$ cat config.mk
export PLATFORM = sky130hd
export DESIGN_NAME = queue_access_arbiter
export DESIGN_NICKNAME = d
export VERILOG_FILES = /design/src/rtl/queue_arb_pkg.sv /design/src/rtl/queue_access_arbiter_rr3_picker.sv /design/src/rtl/queue_access_arbiter.sv
export SDC_FILE = /design/constraint.sdc
export NUM_CORES = 1
export LEC_CHECK = 0
export CAP_MARGIN = 5
export CORE_MARGIN = 8
export CORE_UTILIZATION = 43
export CTS_CLUSTER_SIZE = 12
export DETAILED_ROUTE_END_ITERATION = 16
export HOLD_SLACK_MARGIN = 0.06
export PLACE_DENSITY_LB_ADDON = 0.15
export SETUP_SLACK_MARGIN = 0.4
export SYNTH_ARGS = -nofsm -noshare
export SYNTH_HDL_FRONTEND = slang
export SYNTH_SLANG_ARGS = --single-unit
$ cat constraint.sdc
create_clock -name clk -period 3.4 [get_ports clk]
set_clock_uncertainty 0.05 [all_clocks]
set_input_delay 0.68 -clock clk [delete_from_list [all_inputs] [get_ports clk]]
set_output_delay 0.68 -clock clk [all_outputs]
set_load 0.01 [all_outputs]
$ cat src/rtl/queue_arb_pkg.sv
// Shared types and constants for the queue access arbiter.
// Holds the FSM state enum, requester indices and the ptr width.
package queue_arb_pkg;

    localparam int PTR_W = 2;

    typedef enum logic {
        ST_RUN,
        ST_FLUSH
    } arb_state_t;

    localparam logic [PTR_W-1:0] REQ_P0  = 2'd0;
    localparam logic [PTR_W-1:0] REQ_P1  = 2'd1;
    localparam logic [PTR_W-1:0] REQ_POP = 2'd2;

    // Advance a requester index modulo 3.
    function automatic logic [PTR_W-1:0] inc3(input logic [PTR_W-1:0] p);
        return (p >= REQ_POP) ? REQ_P0 : p + 2'd1;
    endfunction

endpackage

$ cat src/rtl/queue_access_arbiter_rr3_picker.sv
// Three-way round-robin picker, purely combinational.
// Ports: elig[2:0], ptr in; one-hot gnt[2:0], ptr_nxt out.
module rr3_picker
    import queue_arb_pkg::*;
(
    input  logic [2:0]       elig,
    input  logic [PTR_W-1:0] ptr,
    output logic [2:0]       gnt,
    output logic [PTR_W-1:0] ptr_nxt
);

    logic [PTR_W-1:0] cand;

    // Walk ptr, ptr+1, ptr+2 (mod 3); the first eligible wins.
    always_comb begin
        gnt     = '0;
        ptr_nxt = ptr;
        cand    = (ptr > REQ_POP) ? REQ_P0 : ptr;
        for (int k = 0; k < 3; k++) begin
            if (gnt == 3'b000 && elig[cand]) begin
                gnt[cand] = 1'b1;
                ptr_nxt   = inc3(cand);
            end
            cand = inc3(cand);
        end
    end

endmodule

$ cat src/rtl/queue_access_arbiter.sv
// Shares one push/pop queue port between two producers and a consumer.
// Ports: push_req/data, pop_req/data/valid, flush ctrl, q_* queue port.
module queue_access_arbiter
    import queue_arb_pkg::*;
#(
    parameter int DATA_W = 4
) (
    input  logic              clk,
    input  logic              reset,
    input  logic [1:0]        push_req,
    input  logic [DATA_W-1:0] push_data0,
    input  logic [DATA_W-1:0] push_data1,
    output logic [1:0]        push_gnt,
    input  logic              pop_req,
    output logic              pop_gnt,
    output logic [DATA_W-1:0] pop_data,
    output logic              pop_valid,
    input  logic              flush,
    output logic              flush_busy,
    output logic              flush_done,
    output logic [DATA_W-1:0] q_data_in,
    output logic              q_push_pop,
    output logic              q_enable,
    input  logic              q_full,
    input  logic              q_empty,
    input  logic [DATA_W-1:0] q_data_out
);

    arb_state_t        state_q, state_d;
    logic [PTR_W-1:0]  ptr_q, ptr_d;
    logic [DATA_W-1:0] pop_data_q, pop_data_d;
    logic              pop_valid_q, pop_valid_d;
    logic              flush_done_q, flush_done_d;

    logic [2:0]        elig;
    logic [2:0]        gnt;
    logic [PTR_W-1:0]  ptr_nxt;
    logic              run;

    assign run = (state_q == ST_RUN);

    // Nothing is eligible outside RUN or while reset is held.
    always_comb begin
        elig = '0;
        if (reset && run) begin
            elig[REQ_P0]  = push_req[0] & ~q_full;
            elig[REQ_P1]  = push_req[1] & ~q_full;
            elig[REQ_POP] = pop_req & ~q_empty;
        end
    end

    rr3_picker u_picker (
        .elig    (elig),
        .ptr     (ptr_q),
        .gnt     (gnt),
        .ptr_nxt (ptr_nxt)
    );

    always_comb begin
        push_gnt   = {gnt[REQ_P1], gnt[REQ_P0]};
        pop_gnt    = gnt[REQ_POP];
        q_enable   = 1'b0;
        q_push_pop = 1'b0;
        q_data_in  = '0;
        if (run) begin
            q_enable   = |gnt;
            q_push_pop = gnt[REQ_P0] | gnt[REQ_P1];
            if (gnt[REQ_P0]) begin
                q_data_in = push_data0;
            end else if (gnt[REQ_P1]) begin
                q_data_in = push_data1;
            end
        end else begin
            // Drain: pop every cycle the queue still holds data.
            q_enable = reset & ~q_empty;
        end
    end

    always_comb begin
        state_d      = state_q;
        ptr_d        = ptr_q;
        pop_data_d   = pop_data_q;
        pop_valid_d  = gnt[REQ_POP];
        flush_done_d = 1'b0;
        if (gnt[REQ_POP]) begin
            pop_data_d = q_data_out;
        end
        unique case (state_q)
            ST_RUN: begin
                if (|gnt) begin
                    ptr_d = ptr_nxt;
                end
                if (flush) begin
                    state_d = ST_FLUSH;
                end
            end
            ST_FLUSH: begin
                if (q_empty) begin
                    state_d      = ST_RUN;
                    ptr_d        = REQ_P0;
                    flush_done_d = 1'b1;
                end
            end
            default: state_d = ST_RUN;
        endcase
    end

    always_ff @(posedge clk) begin
        if (!reset) begin
            state_q      <= ST_RUN;
            ptr_q        <= REQ_P0;
            pop_data_q   <= '0;
            pop_valid_q  <= 1'b0;
            flush_done_q <= 1'b0;
        end else begin
            state_q      <= state_d;
            ptr_q        <= ptr_d;
            pop_data_q   <= pop_data_d;
            pop_valid_q  <= pop_valid_d;
            flush_done_q <= flush_done_d;
        end
    end

    assign pop_data   = pop_data_q;
    assign pop_valid  = pop_valid_q;
    assign flush_busy = (state_q == ST_FLUSH);
    assign flush_done = flush_done_q;

endmodule

==> metrics.yaml <==
fmax_mhz: 283.6
required_time_worst_endpoint_ps: 2670
grt_antenna_before_repair: 0
layout_worst_path_cycle_share: 1.037
ys_types: 47
max_slew.worst_pin.slew_ps: 387.1
synth_area_leaders: "sky130_fd_sc_hd__dfxtp_1, sky130_fd_sc_hd__mux2i_1, sky130_fd_sc_hd__ha_1"
worst_r2r_startpoint: "ptr_q[0]$_SDFFE_PN0P_"
synthesis.yosys.warnings: 0
totalWireLength_mm: 5.173
vias: 1380
syn_area_per_cell_sq_um: 8.460
timing.critical_path.slowest_cell_delay_ps: 390
drv_slew: 0
io_pins: 36
starting_density_of_the_core: 0.4606
placed_area_sq_um: 1499
grt_start_max_net_pins: 9
whs_ps: 484.3
drt_first_pass_iters: 4
groute.layer.met3.usage: 0.06093
global_route.peak_usage_layer: "met2"
leakagePower_uw: 0.0008307
post-place-ws_ps: -664.5
top_cell_type_s_share_of_synthesized_area: 0.1954
worst_path_max_delay_cell: "sky130_fd_sc_hd__or3b_4"
critical_path.most_common_cell: "sky130_fd_sc_hd__buf_4"
port-buffer-count: 35
drv_cap: 0
place.detailed.instances: 190
ant_nets: 0
critical_path.startpoint_type: "flip-flop"
layoutNonFillerInstCount: 223
wire_length_of_the_first_global_routing_pass_mm: 6.720
area_growth_pct: 101.0
final_net_count: 221
synthMostInstantiatedCell: "sky130_fd_sc_hd__mux2i_1"
setup_violations: 4
cts_hold_repair.buffers: 0
all_layer_global_routing_usage: 0.2090
rows: 16
period_needed_ps: 3527
cts_root_buffer: "sky130_fd_sc_hd__clkbuf_4"
worst_slack_ps: -126.6
critical_path.reg2reg.endpoint: "ptr_q[0]$_SDFFE_PN0P_"
finalHoldViolCount: 0
worst-r2r-cell-count: 12
cts.path.max_buffers: 2
design.core.area_sq_um: 2002
ys_dominant_reg_cell: "sky130_fd_sc_hd__dfxtp_1"
tritoncts.num_buffers: 3
worstHoldStart: "pop_data[1]$_SDFFE_PN0P_"
clk_slew_on_worst_s_h_paths_ps: 70
wl_per_cell_microns: 23.20
endpoint_kind: "primary output"
synth-seq-cells: 9
top_cells_by_count_synth: "sky130_fd_sc_hd__mux2i_1, sky130_fd_sc_hd__inv_1, sky130_fd_sc_hd__nand2_1"
gate_family_responsible_for_the_most_delay_along_the_worst_path: "compound AO/OA/AOI/OAI gates"
crit_path_buf_inv_count: 4
outcome: "finished, violations left"
synth.yosys.seq_area_share: 0.1954
vdd.ir_drop.worst_mv: 0.5016
die_area_sq_um: 3883
cp_cell_sequence: "inv_2 -> ha_4 -> or3b_4 -> a221oi_4 -> buf_4 -> a311oi_2 -> o21ai_2 -> buf_4 -> nand2_2 -> mux2i_2 -> buf_2"
tritoncts: "yes"
hold_depth: 2
setup.worst_path.class: "reg -> out"
globalRouteOverflowTotal: 0
cts_sinks: 9
power.density_nw_per_um2: 702.1
gp_congestion: 0.8004
fin_area_sq_um: 1853
async_flop_share: 0
r2r_setup_slack_ps: 610
drt_iter0_markers: 79
worst-path-max-fanout: 4
post_synth_inst_count: 109
globalRouteMet1Util: 0.2210
syn_nets: 133
worstSkewPairLatency_ps: 270
fp.dieW_microns: 62.31
fillCellCount: 63
min_to: "pop_data[1]$_SDFFE_PN0P_"
synth_largest_area_cell: "sky130_fd_sc_hd__dfxtp_1"
drc: 0
synth-edff-count: 0
detail_route.vias_per_cell: 6.188
final_antenna_diode_count: 0
grt_setup_unrepaired: "true"
htreeDepth: 1
first_global_vias: 1360
synthesis.area_sq_um: 922.1
failed_checks: "setup timing"
gr-usage-met2: 0.3571
maxSlewHeadroom: 0.7383
die_height_microns: 62.31
worst_ep_arrival_time_ps: 2800
final_layout_size_suffix_gt1_frac: 0.5459
timing.hold.worst.class: "reg -> reg"
dp.final_hpwl_mm: 2.359
==> how the worst max path moves through the flow <==
stage	cells past startpoint	from	slack (ps)	end
3_3_place_gp	7	reset	-580	q_data_in[2]
6_report	11	ptr_q[0]$_SDFFE_PN0P_	-130	q_data_in[1]
2_1_floorplan	8	ptr_q[0]$_SDFFE_PN0P_	410	q_data_in[0]
4_1_cts	13	ptr_q[0]$_SDFFE_PN0P_	130	q_data_in[0]
5_1_grt	11	ptr_q[0]$_SDFFE_PN0P_	-170	q_data_in[1]
3_5_place_dp	7	reset	-660	q_data_in[0]
==> tightest hold or removal path: stages (launching register included) <==
cell                      delay [ps]
sky130_fd_sc_hd__dfxtp_1         330
sky130_fd_sc_hd__mux2i_1          70
sky130_fd_sc_hd__nor2b_1         100
==> power by group <==
| part | internal, uW | total [uW] | switching [uW] |
|---|---|---|---|
| sequential | 131 | 158 | 27.3 |
| combinational | 541 | 1060 | 516 |
| clock | 45.3 | 86.3 | 41.0 |
| total | 717 | 1300 | 584 |
==> layout make-up <==
type / count / area [sq um] / share of cell area
multi-input combinational: 83 / 810.8 / 0.4375
timing repair buffer: 89 / 753.2 / 0.4065
tap: 27 / 33.78 / 0.01823
inverter: 11 / 43.79 / 0.02363
sequential: 9 / 185.2 / 0.09993
clock buffer: 4 / 26.28 / 0.01418
==> sequential cells by signal, indices dropped and copies added, names as in the netlist <==
signal	cells
flush_done	1
ptr_q	2
pop_valid	1
flush_busy	1
pop_data	4
==> timing repair <==
action / 4_1_cts / 5_1_grt
setup endpoints to repair: 9 / 9
cloned: 0 / 0
resized for setup: 82 / 10
pin swaps: 22 / 6
buffers inserted: 23 / 6
==> through the flow <==
| step | setup TNS, ps | power [uW] | util |
|---|---|---|---|
| global placement | -4414 | 835.5 | 0.7488 |
| finish | -233.3 | 1301 | 0.9256 |
| global route | -447.6 | 1348 | 0.9256 |
| CTS | 0 | 1123 | 0.8850 |
| detailed placement | -4918 | 850.5 | 0.7488 |
| floorplan | 0 | 570.9 | - |
==> per-layer routing <==
layer / share of wire / routed length [microns]
met4: 0.094 / 486
met5: 0 / 0
met1: 0.36 / 1847
met2: 0.46 / 2394
met3: 0.086 / 445
==> layout by cell type (no fill, tap or decap), types with 2 or more instances in the layout <==
master,synthesis,routed
sky130_fd_sc_hd__mux2i_1,12,7
sky130_fd_sc_hd__buf_6,1,13
sky130_fd_sc_hd__and3_2,1,2
sky130_fd_sc_hd__dfxtp_1,9,7
sky130_fd_sc_hd__nand2_1,11,7
sky130_fd_sc_hd__buf_2,3,8
sky130_fd_sc_hd__dlygate4sd2_1,0,3
sky130_fd_sc_hd__clkbuf_4,0,3
sky130_fd_sc_hd__buf_4,1,44
sky130_fd_sc_hd__and2_1,2,2
sky130_fd_sc_hd__o21ai_2,1,3
sky130_fd_sc_hd__mux2_4,1,2
sky130_fd_sc_hd__nand3_1,4,2
sky130_fd_sc_hd__nand2_2,0,4
sky130_fd_sc_hd__a22oi_2,1,2
sky130_fd_sc_hd__nand3_2,0,2
sky130_fd_sc_hd__clkdlybuf4s50_1,0,20
sky130_fd_sc_hd__inv_2,0,3
sky130_fd_sc_hd__a31oi_1,2,2
sky130_fd_sc_hd__nor2b_1,5,4
sky130_fd_sc_hd__inv_1,11,7
sky130_fd_sc_hd__a21oi_1,6,6
sky130_fd_sc_hd__mux2i_2,0,4
sky130_fd_sc_hd__ha_1,4,2
sky130_fd_sc_hd__or3b_4,2,2
sky130_fd_sc_hd__ha_4,0,2
==> logic make-up after synthesis <==
logic type	synth area share
simple gates	0.2551
mux	0.1588
fa+ha+maj	0.05428
compound gates	0.2510
flops	0.1954
buf+inv	0.08548
No activity file was read; power rests on OpenSTA's default activity.
